[src/rtl/access_keypad_entry_if.sv]
// Keypad / comparator / door signals for the access keypad front end.
// master is the keypad+comparator side, slave is the keypad controller.
interface access_keypad_entry_if;
  logic        key_valid;
  logic [3:0]  key_code;
  logic        door_match;
  logic        emergency;
  logic [11:0] access_code;
  logic        code_valid;
  logic        door_unlock;
  logic        locked;
  logic        alarm;
  logic [2:0]  digit_count;

  modport master (
    output key_valid, key_code, door_match, emergency,
    input  access_code, code_valid, door_unlock, locked, alarm, digit_count
  );

  modport slave (
    input  key_valid, key_code, door_match, emergency,
    output access_code, code_valid, door_unlock, locked, alarm, digit_count
  );
endinterface

[src/rtl/access_keypad_entry.sv]
// Keypad entry controller: decimal digits -> 12-bit code, match check,
// door-open timing, failed-attempt lockout and emergency override.
module access_keypad_entry #(
  parameter int NUM_DIGITS       = 3,
  parameter int ENTRY_TIMEOUT    = 1000,
  parameter int MAX_ATTEMPTS     = 3,
  parameter int LOCKOUT_CYCLES   = 5000,
  parameter int DOOR_OPEN_CYCLES = 2000
) (
  input  logic clk,
  input  logic rst_n,
  access_keypad_entry_if.slave bus
);
  localparam int ET_W = $clog2(ENTRY_TIMEOUT + 1);
  localparam int LK_W = $clog2(LOCKOUT_CYCLES + 1);
  localparam int OP_W = $clog2(DOOR_OPEN_CYCLES + 1);
  localparam int FC_W = $clog2(MAX_ATTEMPTS + 1);
  localparam logic [ET_W-1:0] ET_LAST = ET_W'(ENTRY_TIMEOUT - 1);
  localparam logic [LK_W-1:0] LK_LAST = LK_W'(LOCKOUT_CYCLES - 1);
  localparam logic [OP_W-1:0] OP_LAST = OP_W'(DOOR_OPEN_CYCLES - 1);
  localparam logic [FC_W-1:0] FC_LAST = FC_W'(MAX_ATTEMPTS - 1);
  localparam logic [2:0]      ND      = 3'(NUM_DIGITS);

  typedef enum logic [2:0] {IDLE, ENTRY, CHECK, OPEN, LOCKOUT} state_t;

  state_t            state;
  logic [11:0]       acc, code;
  logic              ovf, cv, unlock, lock_r;
  logic [2:0]        dcnt;
  logic [FC_W-1:0]   fail_cnt;
  logic [ET_W-1:0]   t_entry;
  logic [LK_W-1:0]   t_lock;
  logic [OP_W-1:0]   t_open;
  logic              is_digit;
  logic [13:0]       acc_next;

  assign is_digit = (bus.key_code <= 4'd9);
  // NUM_DIGITS <= 4 keeps acc*10+digit within 14 bits before saturation
  assign acc_next = {2'b00, acc} * 14'd10 + {10'd0, bus.key_code};

  always_ff @(posedge clk) begin
    if (!rst_n) begin
      state    <= IDLE;
      acc      <= '0;
      code     <= '0;
      ovf      <= 1'b0;
      cv       <= 1'b0;
      unlock   <= 1'b0;
      lock_r   <= 1'b0;
      dcnt     <= '0;
      fail_cnt <= '0;
      t_entry  <= '0;
      t_lock   <= '0;
      t_open   <= '0;
    end else if (bus.emergency) begin
      state    <= IDLE;
      acc      <= '0;
      ovf      <= 1'b0;
      dcnt     <= '0;
      fail_cnt <= '0;
      t_entry  <= '0;
      t_lock   <= '0;
      t_open   <= '0;
      lock_r   <= 1'b0;
      cv       <= 1'b0;
      unlock   <= 1'b1;
    end else begin
      cv     <= 1'b0;
      unlock <= 1'b0;
      case (state)
        IDLE: if (bus.key_valid && is_digit) begin
          acc     <= {8'd0, bus.key_code};
          dcnt    <= 3'd1;
          ovf     <= 1'b0;
          t_entry <= '0;
          state   <= ENTRY;
        end
        ENTRY: if (bus.key_valid) begin
          t_entry <= '0;
          if (is_digit) begin
            if (dcnt < ND) begin
              if (acc_next > 14'd4095) begin
                ovf <= 1'b1;
                acc <= 12'hFFF;
              end else begin
                acc <= acc_next[11:0];
              end
              dcnt <= dcnt + 3'd1;
            end
          end else if (bus.key_code == 4'd10) begin
            acc   <= '0;
            dcnt  <= '0;
            ovf   <= 1'b0;
            state <= IDLE;
          end else if (bus.key_code == 4'd11) begin
            if (ovf) begin
              // overflowed entry is a failed attempt with no code presented
              acc  <= '0;
              dcnt <= '0;
              ovf  <= 1'b0;
              if (fail_cnt == FC_LAST) begin
                fail_cnt <= '0;
                lock_r   <= 1'b1;
                t_lock   <= '0;
                state    <= LOCKOUT;
              end else begin
                fail_cnt <= fail_cnt + 1'b1;
                state    <= IDLE;
              end
            end else begin
              code  <= acc;
              cv    <= 1'b1;
              state <= CHECK;
            end
          end
        end else if (t_entry == ET_LAST) begin
          acc   <= '0;
          dcnt  <= '0;
          ovf   <= 1'b0;
          state <= IDLE;
        end else begin
          t_entry <= t_entry + 1'b1;
        end
        CHECK: begin
          acc  <= '0;
          dcnt <= '0;
          ovf  <= 1'b0;
          if (bus.door_match) begin
            fail_cnt <= '0;
            unlock   <= 1'b1;
            t_open   <= '0;
            state    <= OPEN;
          end else if (fail_cnt == FC_LAST) begin
            fail_cnt <= '0;
            lock_r   <= 1'b1;
            t_lock   <= '0;
            state    <= LOCKOUT;
          end else begin
            fail_cnt <= fail_cnt + 1'b1;
            state    <= IDLE;
          end
        end
        OPEN: if (t_open == OP_LAST) begin
          state <= IDLE;
        end else begin
          unlock <= 1'b1;
          t_open <= t_open + 1'b1;
        end
        LOCKOUT: if (t_lock == LK_LAST) begin
          lock_r <= 1'b0;
          state  <= IDLE;
        end else begin
          t_lock <= t_lock + 1'b1;
        end
        default: state <= IDLE;
      endcase
    end
  end

  assign bus.access_code = code;
  assign bus.code_valid  = cv;
  assign bus.door_unlock = unlock;
  assign bus.locked      = lock_r;
  assign bus.alarm       = lock_r;
  assign bus.digit_count = dcnt;
endmodule

[src/flat_wrapper.sv]
// flat-port wrapper written by rule: the top's interface ports become plain ports
module access_keypad_entry_flat 
#(
  parameter int NUM_DIGITS       = 3,
  parameter int ENTRY_TIMEOUT    = 1000,
  parameter int MAX_ATTEMPTS     = 3,
  parameter int LOCKOUT_CYCLES   = 5000,
  parameter int DOOR_OPEN_CYCLES = 2000
)
  (clk, rst_n, bus_key_valid, bus_key_code, bus_door_match, bus_emergency, bus_access_code, bus_code_valid, bus_door_unlock, bus_locked, bus_alarm, bus_digit_count);
  access_keypad_entry_if bus_i ();
  input  logic clk;
  input  logic rst_n;
  input wire logic [$bits(bus_i.key_valid)-1:0] bus_key_valid;
  input wire logic [$bits(bus_i.key_code)-1:0] bus_key_code;
  input wire logic [$bits(bus_i.door_match)-1:0] bus_door_match;
  input wire logic [$bits(bus_i.emergency)-1:0] bus_emergency;
  output wire logic [$bits(bus_i.access_code)-1:0] bus_access_code;
  output wire logic [$bits(bus_i.code_valid)-1:0] bus_code_valid;
  output wire logic [$bits(bus_i.door_unlock)-1:0] bus_door_unlock;
  output wire logic [$bits(bus_i.locked)-1:0] bus_locked;
  output wire logic [$bits(bus_i.alarm)-1:0] bus_alarm;
  output wire logic [$bits(bus_i.digit_count)-1:0] bus_digit_count;
  assign bus_i.key_valid = bus_key_valid;
  assign bus_i.key_code = bus_key_code;
  assign bus_i.door_match = bus_door_match;
  assign bus_i.emergency = bus_emergency;
  assign bus_access_code = bus_i.access_code;
  assign bus_code_valid = bus_i.code_valid;
  assign bus_door_unlock = bus_i.door_unlock;
  assign bus_locked = bus_i.locked;
  assign bus_alarm = bus_i.alarm;
  assign bus_digit_count = bus_i.digit_count;
  access_keypad_entry #(.NUM_DIGITS(NUM_DIGITS), .ENTRY_TIMEOUT(ENTRY_TIMEOUT), .MAX_ATTEMPTS(MAX_ATTEMPTS), .LOCKOUT_CYCLES(LOCKOUT_CYCLES), .DOOR_OPEN_CYCLES(DOOR_OPEN_CYCLES)) u_core (.clk(clk), .rst_n(rst_n), .bus(bus_i));
endmodule
[config.mk]
export PLATFORM = sky130hd
export DESIGN_NAME = access_keypad_entry_flat
export DESIGN_NICKNAME = d
export VERILOG_FILES = /design/src/rtl/access_keypad_entry_if.sv /design/src/rtl/access_keypad_entry.sv /design/src/flat_wrapper.sv
export SDC_FILE = /design/constraint.sdc
export NUM_CORES = 1
export LEC_CHECK = 0
export BUFFER_PORTS_ARGS = -buffer_cell sky130_fd_sc_hd__clkbuf_2
export CAP_MARGIN = 20
export CORE_UTILIZATION = 35
export DETAILED_ROUTE_END_ITERATION = 12
export PLACE_DENSITY = 0.49
export SLEW_MARGIN = 0
export SYNTH_ARGS = -nofsm -noshare
export SYNTH_HDL_FRONTEND = slang
export SYNTH_SLANG_ARGS = --single-unit
[constraint.sdc]
create_clock -name clk -period 3.3 [get_ports clk]
set_input_delay 0.33 -clock clk [delete_from_list [all_inputs] [get_ports clk]]
set_output_delay 0.33 -clock clk [all_outputs]
set_load 0.005 [all_outputs]
* After elaboration in Yosys (flattened, before gate mapping) *
Index checks and enable logic that the tools add are counted.

operators by class
  add/sub/neg operators = 6
  $mul = 1
  magnitude comparators = 3
  eq/ne operators = 30
  multiplexer cells = 76
  bitwise operators = 8
  reductions and logical operators = 18

operators by type and width
  cell                                                             number
  two-way mux 12 bit                                               9
  two-way mux 13 bit                                               8
  two-way mux 3 bit                                                17
  one-hot mux 13 bit (3 select lines)                              1
  one-hot mux 12 bit (3 select lines)                              1
  two-way mux 10 bit                                               3
  AND reduction 6 bit                                              4
  two-way mux 11 bit                                               2
  one-hot mux 11 bit (2 select lines)                              1
  two-way mux 1 bit                                                20
  one-hot mux 10 bit (2 select lines)                              1
  AND reduction 8 bit                                              2
  one-hot mux 3 bit (5 select lines)                               1
  adder 14 x 4 -> 14 bit                                           1
  greater-than comparator 14 x 12 -> 1 bit, second input constant  1
  two-way mux 2 bit                                                7
  != test 2 bit, second input constant                             7
  adder 13 x 1 -> 13 bit, second input constant                    1
  equality test 13 bit, second input constant                      1
  multiplier 12 x 3 -> 13 bit, second input constant               1
  adder 11 x 1 -> 11 bit, second input constant                    1
  equality test 11 bit, second input constant                      1
  adder 10 x 1 -> 10 bit, second input constant                    1
  equality test 10 bit, second input constant                      1
  other kinds (28)                                                 49

storage, ports and cells
  register bits = 70
  input bits = 9
  output and inout bits = 19
  word-level logic and storage cells = 154

* Longest topological paths before layout *
Gate-level depths: netlist (run 1).

  depth in word-level cells = 8
  depth in mapped cells = 13
  gate-level depth less buffers = 12

* Least setup slack after synthesis (run 1) *
No wires, ideal clock.

  path kind = register -> register
  from = register u_core.acc[1]
  to = register u_core.acc[1]
  setup time = 0.120 ns
  arrival time = 3.041 ns
  required time = 3.180 ns
  slack = 0.139 ns
  cell stages (with the launch flop) = 14
  path buffers = 1
  period minus slack after synthesis = 3.161 ns
  cells stage by stage = dfxtp_1 ha_1 ha_1 inv_1 fa_1 nand3b_1 o21ai_0 nand4b_1 and4bb_4 nand4_1 nor4_2 nor4_2 buf_6 a211o_1

on the way
  cells in the longest elaborated chain, start to end = 8

RTL lines
  element                                   line                       text
  from (decl)                               access_keypad_entry.sv:27  logic [11:0] acc, code;
  from (signal assigned)                    access_keypad_entry.sv:72  acc <= {8'd0, bus.key_code};
  from (signal assigned)                    access_keypad_entry.sv:86  acc <= acc_next[11:0];
  multiplier 12 x 3 -> 13 bit               access_keypad_entry.sv:39  assign acc_next = {2'b00, acc} * 14'd10 + {10'd0, bus.key_code};
  adder 14 x 4 -> 14 bit                    access_keypad_entry.sv:39
  greater-than comparator 14 x 12 -> 1 bit  access_keypad_entry.sv:82  if (acc_next > 14'd4095) begin
  two-way mux 12 bit                        access_keypad_entry.sv:82
  two-way mux 12 bit                        access_keypad_entry.sv:81  if (dcnt < ND) begin
  two-way mux 12 bit                        access_keypad_entry.sv:80  if (is_digit) begin
  two-way mux 12 bit                        access_keypad_entry.sv:78  ENTRY: if (bus.key_valid) begin
  one-hot mux 12 bit (3 select lines)       access_keypad_entry.sv:70  case (state)

Every way passes these cells. The select of a mux whose other input is x is not followed.
A chain may end at the register's enable or synchronous reset.

* Worst setup path after layout (run 1) *
  from = register u_core.acc[3]
  to = register u_core.acc[8]

on the way
  cells in the longest elaborated chain, start to end = 8

RTL lines
  element                                   line
  multiplier 12 x 3 -> 13 bit (*)           access_keypad_entry.sv:39
  adder 14 x 4 -> 14 bit (*)                access_keypad_entry.sv:39
  greater-than comparator 14 x 12 -> 1 bit  access_keypad_entry.sv:82
  two-way mux 12 bit (*)                    access_keypad_entry.sv:82
  two-way mux 12 bit (*)                    access_keypad_entry.sv:81
  two-way mux 12 bit (*)                    access_keypad_entry.sv:80
  two-way mux 12 bit (*)                    access_keypad_entry.sv:78
  one-hot mux 12 bit (3 select lines) (*)   access_keypad_entry.sv:70

Every way passes the cells marked *; elsewhere a longest branch is shown, timed or not. The select of a mux whose other input is x is not followed.

==> results.md, run 1 <==
| Metric | Value | Unit |
|---|---|---|
| Number of vias per cell after detailed routing | 5.322 | - |
| Die outline area | 12040 | µm² |
| Die boundary height | 109.7 | µm |
| Synthesized cell area | 4060 | µm² |
| Switch share | 20.55 | % |
| Layout overhead on the synthesized area | 22.34 | % |
| Clock Root Buffer | sky130_fd_sc_hd__clkbuf_16 | - |
| Count of clock tree sinks | 70 | - |
| Aggregate negative setup slack | 0 | ns |
| Weighted congestion at the end of routability-driven global placement | 0.8261 | - |
| Outcome | finished, final reports clean | - |
| Gate count after technology mapping | 476 | - |
| Die boundary width | 109.7 | µm |
| Routed length per instance | 14.37 | µm |
| Via count of the first global-routing pass | 3358 | - |
| Flop2flop setup slack | 0.003 | ns |
| Crit Path Max Fanout | 6 | - |
| Commonest register cell after synthesis | sky130_fd_sc_hd__dfxtp_1 | - |
| Number of H-tree levels | 3 | - |
| Effective utilization at floorplan | 36.65 | % |
| GR Layer Usage met3 | 4.031 | % |
| Met1 track demand over resource in global routing | 22.06 | % |
| Row Count | 38 | - |
| Syn_nets | 513 | - |
| Time the worst path needs with I/O delays and setup | 3.297 | ns |
| Part of the total power dissipated in the clock network | 52.7 | % |
| Unrepaired setup endpoints after global routing | true | - |
| Cell variety after synth | 65 | - |
| Detail Placement HPWL | 7329 | µm |
| Kind of launch point of the worst setup path | flip-flop | - |
| Pin count of the biggest net entering global routing | 18 | - |
| Cell Pwr Density | 398.9 | nW/µm² |
| Wire length reported by the detailed router | 9715 | µm |
| Fraction of registers with async set or reset after synthesis | 0 | % |
| Number of design rule violations left after detail routing | 0 | - |
| CTS tree | yes | - |
| Most used routing layer in global routing | met2 | - |
| Leakage power of the design | 2.020 | nW |
| Setup-violating endpoint count in the final report | 0 | - |
| Part of the power in registers | 43.0 | % |
| 1st-iter DRT viols | 148 | - |
| Met2 usage in global routing | 29.11 | % |
| Final-report max-slew violation count | 0 | - |
| Worst Tran Pin Value | 0.7186 | ns |
| Number of flops mapped to enable cells by yosys | 0 | - |
| Worst hold slack | 0.3285 | ns |
| ANT nets after route | 0 | - |
| Share of post-route cells with drive strength above 1 | 19.78 | % |
| Type of element capturing the critical path | flip-flop | - |
| Logic gate share of total power | 4.3 | % |
| Hold path cells | 2 | - |
| Count of TritonRoute iterations in the first routing pass | 4 | - |
| Post-cts hold buffer count | 0 | - |
| Maximum capacitance violations | 0 | - |
| Worst path arrival time | 3.52 | ns |
| Clock insertion delay at the later pin of the skew report | 0.33 | ns |
| Final worst-path setup slack | 0.003128 | ns |
| Net total in the final layout | 569 | - |
| Power consumption | 0.001981 | W |
| Highest Clock Rate | 303.3 | MHz |
| Antenna violations before repair | 0 | - |
| Post-route fraction of the period consumed by the critical path | 99.91 | % |
| Aggregate global routing overflow | 0 | - |
| Internal power component | 0.001574 | W |
| Final number of hold-violating endpoints | 0 | - |
| Clock buffers created by TritonCTS | 9 | - |
| Required time worst endpoint | 3.52 | ns |
| Worst-path clk slew | 0.06 | ns |
| Maximum clock path buffer count | 2 | - |
| Slew headroom | 51.92 | % |
| Worst hold path type | input port to flip-flop | - |
| Reg2Reg Depth | 14 | - |
| Mean area per synthesized cell | 8.530 | µm² |
| Start-to-end type of the worst setup path | flip-flop to flip-flop | - |
| IO Count | 28 | - |
| Synth Warn # | 0 | - |
| Antenna diode instance count | 0 | - |
| Total Routing Usage GR | 17.30 | % |
| Count of input and output buffers | 27 | - |
| Wire length of the first global-routing pass | 15990 | µm |
| Clk_skew | 0.004186 | ns |
| Pre-CTS setup slack | -0.2605 | ns |
| Routed vias | 3598 | - |
| Maximum ir drop on the vdd rail | 284.1 | µV |
| Switch Pwr | 0.0004071 | W |
| Post-synthesis sequential area ratio | 34.51 | % |
| Std-Cell Core Area | 11080 | µm² |
| Register bit count reported by yosys | 70 | - |
final timing paths:
path / from / endpoint
worst max-delay path: u_core.acc[3]$_SDFFE_PP0P_ / u_core.acc[8]$_SDFFE_PP0P_
worst min-delay path: bus_emergency / u_core.bus.door_unlock$_SDFF_PN0_
worst max register to register: u_core.acc[3]$_SDFFE_PP0P_ / u_core.acc[8]$_SDFFE_PP0P_
worst min register to register: u_core.bus.access_code[6]$_SDFFE_PN0P_ / u_core.bus.access_code[6]$_SDFFE_PN0P_
flip-flops by register name, summed over array words and instances, names as in the netlist:
name,cells
u_core.acc,12
u_core.bus.access_code,12
u_core.bus.alarm,1
u_core.bus.code_valid,1
u_core.bus.digit_count,3
u_core.bus.door_unlock,1
u_core.fail_cnt,2
u_core.ovf,1
u_core.state,3
u_core.t_entry,10
u_core.t_lock,13
u_core.t_open,11
cell usage in the layout (no fill, tap or decap), types with 5 or more instances in the layout:
cell type | Yosys | final
sky130_fd_sc_hd__dfxtp_1 | 70 | 67
sky130_fd_sc_hd__a21oi_1 | 25 | 25
sky130_fd_sc_hd__nand4_1 | 13 | 13
sky130_fd_sc_hd__xnor2_1 | 18 | 17
sky130_fd_sc_hd__xor2_1 | 23 | 22
sky130_fd_sc_hd__o21ai_0 | 18 | 17
sky130_fd_sc_hd__clkbuf_2 | 0 | 27
sky130_fd_sc_hd__inv_1 | 10 | 9
sky130_fd_sc_hd__and3_1 | 9 | 9
sky130_fd_sc_hd__nor2_1 | 52 | 52
sky130_fd_sc_hd__nand2_1 | 56 | 56
sky130_fd_sc_hd__a221o_1 | 5 | 5
sky130_fd_sc_hd__a21boi_0 | 12 | 12
sky130_fd_sc_hd__nand3_1 | 19 | 19
sky130_fd_sc_hd__nor2b_1 | 6 | 5
sky130_fd_sc_hd__buf_4 | 2 | 29
sky130_fd_sc_hd__or3_1 | 7 | 7
sky130_fd_sc_hd__nand3b_1 | 7 | 7
sky130_fd_sc_hd__ha_1 | 26 | 23
sky130_fd_sc_hd__a21o_1 | 5 | 5
sky130_fd_sc_hd__clkbuf_16 | 0 | 9
through the flow:
step	area (µm²)	utilization [%]	cells
after floorplan	4060	-	476
after global placement	4493	40.56	656
after detailed placement	4493	40.56	656
after CTS	4825	43.55	671
after global routing	4967	44.84	676
final	4967	44.84	676
area by class of cell:
cell class              count  area [µm²]
fillers                  1122        6111
well taps                 140       175.2
inverters                  10       37.54
flip-flops and latches     70        1405
clock inverters             4       70.07
multi-input cells         384        2663
clock buffers              11       252.7
repair buffers             57       364.1
synthesized netlist by cell type (3+ instances only):
cell type	n	area share [%]
sky130_fd_sc_hd__o21ai_0	18	2.2
sky130_fd_sc_hd__o21ai_1	4	0.49
sky130_fd_sc_hd__ha_1	26	8.0
sky130_fd_sc_hd__a21oi_1	25	3.1
sky130_fd_sc_hd__nor3b_1	3	0.55
sky130_fd_sc_hd__clkbuf_1	8	0.74
sky130_fd_sc_hd__and4_1	4	0.86
sky130_fd_sc_hd__nand3b_1	7	1.3
sky130_fd_sc_hd__nor2_1	52	4.8
sky130_fd_sc_hd__nand4_1	13	2.0
sky130_fd_sc_hd__o22ai_1	4	0.62
sky130_fd_sc_hd__dfxtp_1	70	35
sky130_fd_sc_hd__a21o_1	5	0.92
sky130_fd_sc_hd__o21a_1	3	0.55
sky130_fd_sc_hd__or2_2	4	0.62
sky130_fd_sc_hd__xnor2_1	18	3.9
sky130_fd_sc_hd__o21bai_1	3	0.55
sky130_fd_sc_hd__or4_1	4	0.74
sky130_fd_sc_hd__and3_1	9	1.4
sky130_fd_sc_hd__or3_1	7	1.1
sky130_fd_sc_hd__nand3_1	19	2.3
sky130_fd_sc_hd__mux2i_1	5	1.2
sky130_fd_sc_hd__xor2_1	23	5.0
sky130_fd_sc_hd__nand4b_1	3	0.65
sky130_fd_sc_hd__a21boi_0	12	2.2
sky130_fd_sc_hd__inv_1	10	0.92
sky130_fd_sc_hd__a221o_1	5	1.2
sky130_fd_sc_hd__nor2b_1	6	0.92
sky130_fd_sc_hd__nand2_1	56	5.2
kinds of logic (layout without fill, tap and decap cells):
group           after synthesis  in the layout  share of synthesized area (%)
xor+xnor                     41             41                          8.844
simple gates                205            206                          26.23
fa+ha+maj                    28             28                          8.998
flops                        70             70                          34.51
buf+inv                      23             82                          2.712
mux                           5              5                          1.233
compound gates              104            104                          17.47
power by group through the flow:
stage / Combinational, W / Sequential (W) / Clock, W
finish: 0.0000843 / 0.000852 / 0.00105
CTS: 0.0000829 / 0.000851 / 0.00107
global route: 0.0000935 / 0.000852 / 0.00110
detailed placement: 0.0000822 / 0.000870 / 0
global placement: 0.0000826 / 0.000870 / 0
floorplan: 0.0000503 / 0.000869 / 0
critical path, cell delays in order (launching register included):
cell and delay [ns]:
sky130_fd_sc_hd__dfxtp_2 0.33, sky130_fd_sc_hd__ha_4 0.27, sky130_fd_sc_hd__ha_4 0.12, sky130_fd_sc_hd__inv_2 0.03, sky130_fd_sc_hd__fa_1 0.47, sky130_fd_sc_hd__nand3b_1 0.19
sky130_fd_sc_hd__o21ai_2 0.16, sky130_fd_sc_hd__nand4b_1 0.14, sky130_fd_sc_hd__and4bb_4 0.37, sky130_fd_sc_hd__buf_6 0.10, sky130_fd_sc_hd__nand4_1 0.12, sky130_fd_sc_hd__nor4_4 0.30
sky130_fd_sc_hd__buf_4 0.19, sky130_fd_sc_hd__nor4_4 0.07, sky130_fd_sc_hd__a221o_2 0.33
timing repair:
| action | in CTS | in global routing |
|---|---|---|
| gates cloned | 0 | 1 |
| setup buffers | 0 | 4 |
| gates resized for setup | 1 | 21 |
| pin swaps | 0 | 14 |
| endpoints found under the setup margin | 12 | 13 |
layer usage:
layer | share of wire [%] | wire, µm
met5 | 0 | 0
met3 | 3.3 | 323
met2 | 48 | 4691
met1 | 47 | 4591
met4 | 1.1 | 108
Note: power is estimated with default switching activity, not from simulation.
==> run 2, diff against run 1 <==
--- a/config.mk
+++ b/config.mk
@@ -9,2 +9,3 @@
 export CAP_MARGIN = 20
+export CORE_ASPECT_RATIO = 1.2
 export CORE_UTILIZATION = 35
--- a/constraint.sdc
+++ b/constraint.sdc
@@ -3,2 +3,2 @@
 set_output_delay 0.33 -clock clk [all_outputs]
-set_load 0.005 [all_outputs]
+set_load 0.05 [all_outputs]
==> run 2 against run 1 <==
Net effect:
- core utilization down 1.5 points
- non-clock buffer count down 11
- via count down 2.1%
==> results.md, run 2 (same netlist as run 1, synthesis figures left out) <==
| Metric | Value | Unit |
|---|---|---|
| CTS tree | yes | - |
| Detail Placement HPWL | 7241 | µm |
| Time the worst path needs with I/O delays and setup | 3.173 | ns |
| Aggregate negative setup slack | 0 | ns |
| Fill count | 1166 | - |
| Cell Count, Final, Fillers Out | 679 | - |
| Count of input and output buffers | 27 | - |
| Row Count | 42 | - |
| Weighted congestion at the end of routability-driven global placement | 0.8243 | - |
| Clock Root Buffer | sky130_fd_sc_hd__clkbuf_16 | - |
| Number of design rule violations left after detail routing | 0 | - |
| Via count of the first global-routing pass | 3437 | - |
| Antenna violations before repair | 0 | - |
| Most frequent cells in the layout | sky130_fd_sc_hd__dfxtp_1, sky130_fd_sc_hd__nand2_1, sky130_fd_sc_hd__nor2_1, sky130_fd_sc_hd__clkbuf_2 | - |
| Clock buffers created by TritonCTS | 9 | - |
| Slew headroom | 52.14 | % |
| Register Area | 1403 | µm² |
| Clock insertion delay at the later pin of the skew report | 0.33 | ns |
| Type of element capturing the critical path | flip-flop | - |
| 1st-iter DRT viols | 121 | - |
| Die boundary height | 120.0 | µm |
| Share of post-route cells with drive strength above 1 | 16.76 | % |
| Wire length of the first global-routing pass | 16550 | µm |
| Antenna diode instance count | 0 | - |
| Maximum clock path buffer count | 2 | - |
| Maximum capacitance violations | 0 | - |
| Required time worst endpoint | 3.52 | ns |
| Layout overhead on the synthesized area | 19.04 | % |
| Crit Path Max Fanout | 6 | - |
| Outcome | finished, final reports clean | - |
| Worst path arrival time | 3.39 | ns |
| Most common library cell in the layout ignoring fill and taps | sky130_fd_sc_hd__dfxtp_1 | - |
| Die outline area | 12040 | µm² |
| Std-Cell Core Area | 11140 | µm² |
| Effective utilization at floorplan | 36.44 | % |
| Final number of hold-violating endpoints | 0 | - |
| Area of the multi-input gates | 2597 | µm² |
| Post-cts hold buffer count | 0 | - |
| ANT nets after route | 0 | - |
| Register with the highest flop count | u_core.t_lock | - |
| Setup-violating endpoint count in the final report | 0 | - |
| Total Routing Usage GR | 17.40 | % |
| Cell Pwr Density | 407.8 | nW/µm² |
| Die boundary width | 100.3 | µm |
| Dpl cells | 657 | - |
| Routed length per instance | 14.24 | µm |
| Post-route fraction of the period consumed by the critical path | 96.15 | % |
| Worst stage delay on the critical path | 0.38 | ns |
| Reg2Reg Depth | 13 | - |
| Pin count of the biggest net entering global routing | 21 | - |
| Count of clock tree sinks | 70 | - |
| Crit path cell chain | buf_4 > ha_1 > ha_1 > or2_2 > a21oi_1 > a31oi_1 > xor2_1 > buf_4 > o21bai_1 > mux2i_1 > nor4_4 > buf_6 > a221o_2 | - |
| Number of vias per cell after detailed routing | 5.190 | - |
| Highest Clock Rate | 315.1 | MHz |
| Kind of launch point of the worst setup path | flip-flop | - |
| Net total in the final layout | 557 | - |
| Number of H-tree levels | 3 | - |
| Hold path cells | 2 | - |
| Aggregate global routing overflow | 0 | - |
| Worst-path clk slew | 0.06 | ns |
| Count of TritonRoute iterations in the first routing pass | 4 | - |
| Worst Tran Pin Value | 0.7153 | ns |
| IO Count | 28 | - |
| Worst hold path type | input port to flip-flop | - |
| Wire length reported by the detailed router | 9668 | µm |
| Leakage power of the design | 1.967 | nW |
| Routed vias | 3524 | - |
| Flip-flop count of the largest register, all copies and words added | 13 | - |
| Final-report max-slew violation count | 0 | - |
| Worst path slowest cell | sky130_fd_sc_hd__ha_1 | - |
| Clk_skew | 0.005801 | ns |
| Start-to-end type of the worst setup path | flip-flop to flip-flop | - |
| Maximum ir drop on the vdd rail | 305.1 | µV |
[run 2: cell count changes in the layout (fill, tap and decap cells not counted), moves of 2 or more]
cell / change
sky130_fd_sc_hd__clkinv_4: +3
sky130_fd_sc_hd__dfxtp_2: -2
sky130_fd_sc_hd__dfxtp_1: +2
sky130_fd_sc_hd__buf_4: -12
sky130_fd_sc_hd__ha_1: +2
sky130_fd_sc_hd__ha_4: -2
sky130_fd_sc_hd__clkbuf_8: -2
[run 2: routing by layer]
layer  GRT usage [%]  vias to the layer above  wire length, µm
met5               0                        -                0
met4           7.065                        0              243
met3           3.553                       19              244
met2           30.31                       41             4905
met1           20.61                     1654             4274
li1                -                     1810                -
[run 2: cell type report]
class | instances | share of cell area (%)
Sequential cell | 70 | 29.02
Inverter | 10 | 0.7766
Clock buffer | 9 | 4.660
Clock inverter | 7 | 2.045
Multi-Input combinational cell | 383 | 53.74
Timing Repair Buffer | 46 | 5.773
Tap cell | 154 | 3.987
[run 2: what timing repair did]
item | 4_1_cts | 5_1_grt
endpoints found under the setup margin | 2 | 12
resized for setup | 2 | 11
gates cloned | 0 | 1
pin swaps | 2 | 7
buffers inserted | 1 | 5
[run 2: report_power, final]
part           total (W)  internal (W)  switching [W]
registers       0.000851      0.000848     0.00000342
clock network    0.00103      0.000663       0.000371
logic          0.0000853     0.0000284      0.0000570
total            0.00197       0.00154       0.000431
[run 2: worst max-delay path, delay by kind of cell (launching register included)]
| kind | cells | cell delay (ns) |
|---|---|---|
| AO/OA/AOI/OAI | 4 | 0.65 |
| adder cells (fa/ha/maj) | 2 | 0.68 |
| multiplexers | 1 | 0.32 |
| buffers and inverters | 3 | 0.46 |
| XOR/XNOR | 1 | 0.20 |
| flip-flops | 1 | 0.34 |
| AND/OR/NAND/NOR | 2 | 0.40 |
[run 2: stage by stage]
step / hold WS, ns / setup slack, ns / cell area [µm²] / power [W] / util (%)
after floorplan: 0.4445 / 0.1392 / 4060 / 0.0009229 / -
after detailed placement: 0.4556 / 0.008591 / 4413 / 0.0009551 / 39.61
after global placement: 0.4504 / 0.1184 / 4413 / 0.0009545 / 39.61
after global routing: 0.2748 / -0.04254 / 4833 / 0.002049 / 43.39
after CTS: 0.2695 / 0.01355 / 4748 / 0.001999 / 42.62
final: 0.2734 / 0.1269 / 4833 / 0.001971 / 43.39
[run 2: worst paths after layout]
| kind | endpoint | slack, ns | start |
|---|---|---|---|
| setup / recovery | u_core.acc[8]$_SDFFE_PP0P_ | 0.13 | u_core.acc[7]$_SDFFE_PP0P_ |
| hold / removal | u_core.bus.door_unlock$_SDFF_PN0_ | 0.27 | bus_emergency |
| setup reg to reg | u_core.acc[8]$_SDFFE_PP0P_ | 0.13 | u_core.acc[7]$_SDFFE_PP0P_ |
| hold reg to reg | u_core.bus.access_code[11]$_SDFFE_PN0P_ | 0.46 | u_core.bus.access_code[11]$_SDFFE_PN0P_ |
==> run 3, diff against run 2 <==
Settings changed: MAX_ROUTING_LAYER from default to met4, SETUP_SLACK_MARGIN from default to 0.5.
==> run 3 against run 2 <==
Net effect:
- critical path depth unchanged
- first-iteration DRC count increased by 0.83%
- non-clock buffer count fell by 6
- worst hold slack got worse by 0.0076 ns
- via count decreased by 0.20%
- core utilization decreased by 0.17 points
- clock skew rose by 0.0035 ns
- sequential share of layout area rose by 0.24 points
- design area is 0.39% lower
- fmax up 0.23%
- routed wire length up 1.7%
- die area stayed put
- critical path type unchanged
- critical endpoint unchanged
- largest cell class unchanged
==> results.md, run 3 (same netlist as run 1, synthesis figures left out) <==
| Metric | Value | Unit |
|---|---|---|
| Outcome | finished, final reports clean | - |
| Crit Path Max Fanout | 12 | - |
| IO Count | 28 | - |
| Worst path arrival time | 3.38 | ns |
| Worst flop-to-flop path endpoint | u_core.acc[8]$_SDFFE_PP0P_ | - |
| 1st-iter DRT viols | 122 | - |
| Cell family contributing the most delay on the critical path | simple AND/OR/NAND/NOR gates | - |
| Final worst-path setup slack | 0.1342 | ns |
| Type of element capturing the critical path | flip-flop | - |
| Weighted congestion at the end of routability-driven global placement | 0.7921 | - |
| Slew headroom | 55.27 | % |
| Startpoint of the worst hold path | bus_emergency | - |
| Cell Count, Final, Fillers Out | 673 | - |
| Worst Tran Pin Value | 0.6684 | ns |
| Crit path cell chain | ha_4 > ha_4 > inv_2 > fa_2 > nand3b_1 > o21ai_2 > nand4b_1 > and4bb_4 > nand4_1 > nor4_4 > nor4_2 > buf_4 > a221o_2 | - |
| Capture endpoint of the worst hold path | u_core.bus.door_unlock$_SDFF_PN0_ | - |
| Number of vias per cell after detailed routing | 5.226 | - |
| Maximum capacitance violations | 0 | - |
| Count of buffer and inverter cells on the critical path | 2 | - |
| Pre-CTS setup slack | 0.1240 | ns |
| Post-layout util | 43.22 | % |
| Setup-violating endpoint count in the final report | 0 | - |
| Most common library cell in the layout ignoring fill and taps | sky130_fd_sc_hd__dfxtp_1 | - |
| Worst-path clk slew | 0.06 | ns |
| Count of input and output buffers | 27 | - |
| Net total in the final layout | 551 | - |
| Flip-flop count of the largest register, all copies and words added | 13 | - |
| Share of post-route cells with drive strength above 1 | 16.57 | % |
| Final-report max-slew violation count | 0 | - |
| Reg2Reg Depth | 13 | - |
| Die boundary width | 100.3 | µm |
| Wire length reported by the detailed router | 9835 | µm |
| Number of H-tree levels | 3 | - |
| Leakage power of the design | 1.920 | nW |
| Reg-to-reg critical path startpoint | u_core.acc[1]$_SDFFE_PP0P_ | - |
| Routed vias | 3517 | - |
| Routed length per instance | 14.61 | µm |
| Worst hold slack | 0.2658 | ns |
| Met2 layer wire length in the routed design | 5038 | µm |
| Register with the highest flop count | u_core.t_lock | - |
| Final number of hold-violating endpoints | 0 | - |
| Clk_skew | 0.009267 | ns |
| Antenna diode instance count | 0 | - |
| Antenna violations before repair | 0 | - |
| Detail Placement HPWL | 7430 | µm |
| Pin count of the biggest net entering global routing | 21 | - |
| CTS tree | yes | - |
| Cell with the most instances on the worst path | sky130_fd_sc_hd__ha_4 | - |
| Worst path slowest cell | sky130_fd_sc_hd__fa_2 | - |
| Post-detailed-placement cell area | 4417 | µm² |
| Worst hold path type | input port to flip-flop | - |
| Number of design rule violations left after detail routing | 0 | - |
| Highest signal layer in the routed design | met4 | - |
| Time the worst path needs with I/O delays and setup | 3.166 | ns |
| ANT nets after route | 0 | - |
| Clock insertion delay at the later pin of the skew report | 0.33 | ns |
| Logic depth of the worst setup path including buffers | 13 | - |
| Met1 wire length | 4418 | µm |
| Die boundary height | 120.0 | µm |
| Aggregate global routing overflow | 0 | - |
| Row Count | 42 | - |
| Via count of the first global-routing pass | 3450 | - |
| Clock Root Buffer | sky130_fd_sc_hd__clkbuf_16 | - |
| Final instance area | 4815 | µm² |
| Count of TritonRoute iterations in the first routing pass | 4 | - |
| Worst stage delay on the critical path | 0.45 | ns |
| Required time worst endpoint | 3.51 | ns |
| Dpl cells | 653 | - |
| Effective utilization at floorplan | 36.44 | % |
| Cell Pwr Density | 415.4 | nW/µm² |
| Highest Clock Rate | 315.9 | MHz |
| Post-cts hold buffer count | 0 | - |
| Std-Cell Core Area | 11140 | µm² |
| Wire length of the first global-routing pass | 16450 | µm |
| Die outline area | 12040 | µm² |
| Count of clock tree sinks | 70 | - |
| Length of routed met3 wiring | 211 | µm |
| Layout overhead on the synthesized area | 18.58 | % |
| Flop2flop setup slack | 0.13 | ns |
| Kind of launch point of the worst setup path | flip-flop | - |
| Unrepaired setup endpoints after global routing | true | - |
| Most frequent cells in the layout | sky130_fd_sc_hd__dfxtp_1, sky130_fd_sc_hd__nand2_1, sky130_fd_sc_hd__nor2_1, sky130_fd_sc_hd__clkbuf_2, sky130_fd_sc_hd__a21oi_1 | - |
| Start-to-end type of the worst setup path | flip-flop to flip-flop | - |
| Post-route fraction of the period consumed by the critical path | 95.93 | % |
| Hold path cells | 2 | - |
| Maximum ir drop on the vdd rail | 333.9 | µV |
| Total Routing Usage GR | 17.76 | % |
| Clock buffers created by TritonCTS | 9 | - |
| Maximum clock path buffer count | 2 | - |
run 3: cell types whose count changed in the layout (fill, tap and decap cells not counted), sizes merged:
cell	delta
buf	-6
clkinv	-3
inv	+3
run 3: how the worst max path moves through the flow:
stage | end | slack, ns | from
after global placement | u_core.acc[8]$_SDFFE_PP0P_ | 0.17 | u_core.acc[1]$_SDFFE_PP0P_
after detailed placement | u_core.acc[8]$_SDFFE_PP0P_ | 0.12 | u_core.acc[1]$_SDFFE_PP0P_
after global routing | u_core.acc[8]$_SDFFE_PP0P_ | -0.01 | u_core.acc[1]$_SDFFE_PP0P_
after CTS | u_core.acc[8]$_SDFFE_PP0P_ | 0.12 | u_core.acc[1]$_SDFFE_PP0P_
final | u_core.acc[8]$_SDFFE_PP0P_ | 0.13 | u_core.acc[1]$_SDFFE_PP0P_
after floorplan | u_core.acc[2]$_SDFFE_PP0P_ | 0.33 | u_core.acc[1]$_SDFFE_PP0P_
run 3: per-layer routing:
layer / global-route usage (%) / vias up
met2: 31.08 / 41
met1: 20.12 / 1660
met4: 7.246 / 0
met5: - / -
li1: - / 1805
met3: 2.621 / 11
run 3: through the flow:
step	setup TNS, ns	total power (W)
finish	0	0.002000
global route	-0.02758	0.002072
CTS	0	0.002027
detailed placement	0	0.0009548
global placement	0	0.0009540
floorplan	0	0.0009239
run 3: final cells by class:
type / count / area (µm²)
flip-flops and latches: 70 / 1409
well taps: 154 / 192.7
inverters: 10 / 37.54
repair buffers: 40 / 232.7
multi-input cells: 383 / 2615
fillers: 1159 / 6326
clock inverters: 7 / 102.6
clock buffers: 9 / 225.2
run 3: report_power, final:
| part | leakage [nW] | internal [W] | switching, W |
|---|---|---|---|
| sequential | 0.566 | 0.000846 | 0.00000437 |
| clock | 0.157 | 0.000671 | 0.000393 |
| combinational | 1.20 | 0.0000288 | 0.0000563 |
run 3: what timing repair did:
action / 4_1_cts / 5_1_grt
setup buffers: 2 / 2
pin swaps: 0 / 2
setup endpoints to repair: 13 / 13
gates resized for setup: 0 / 10
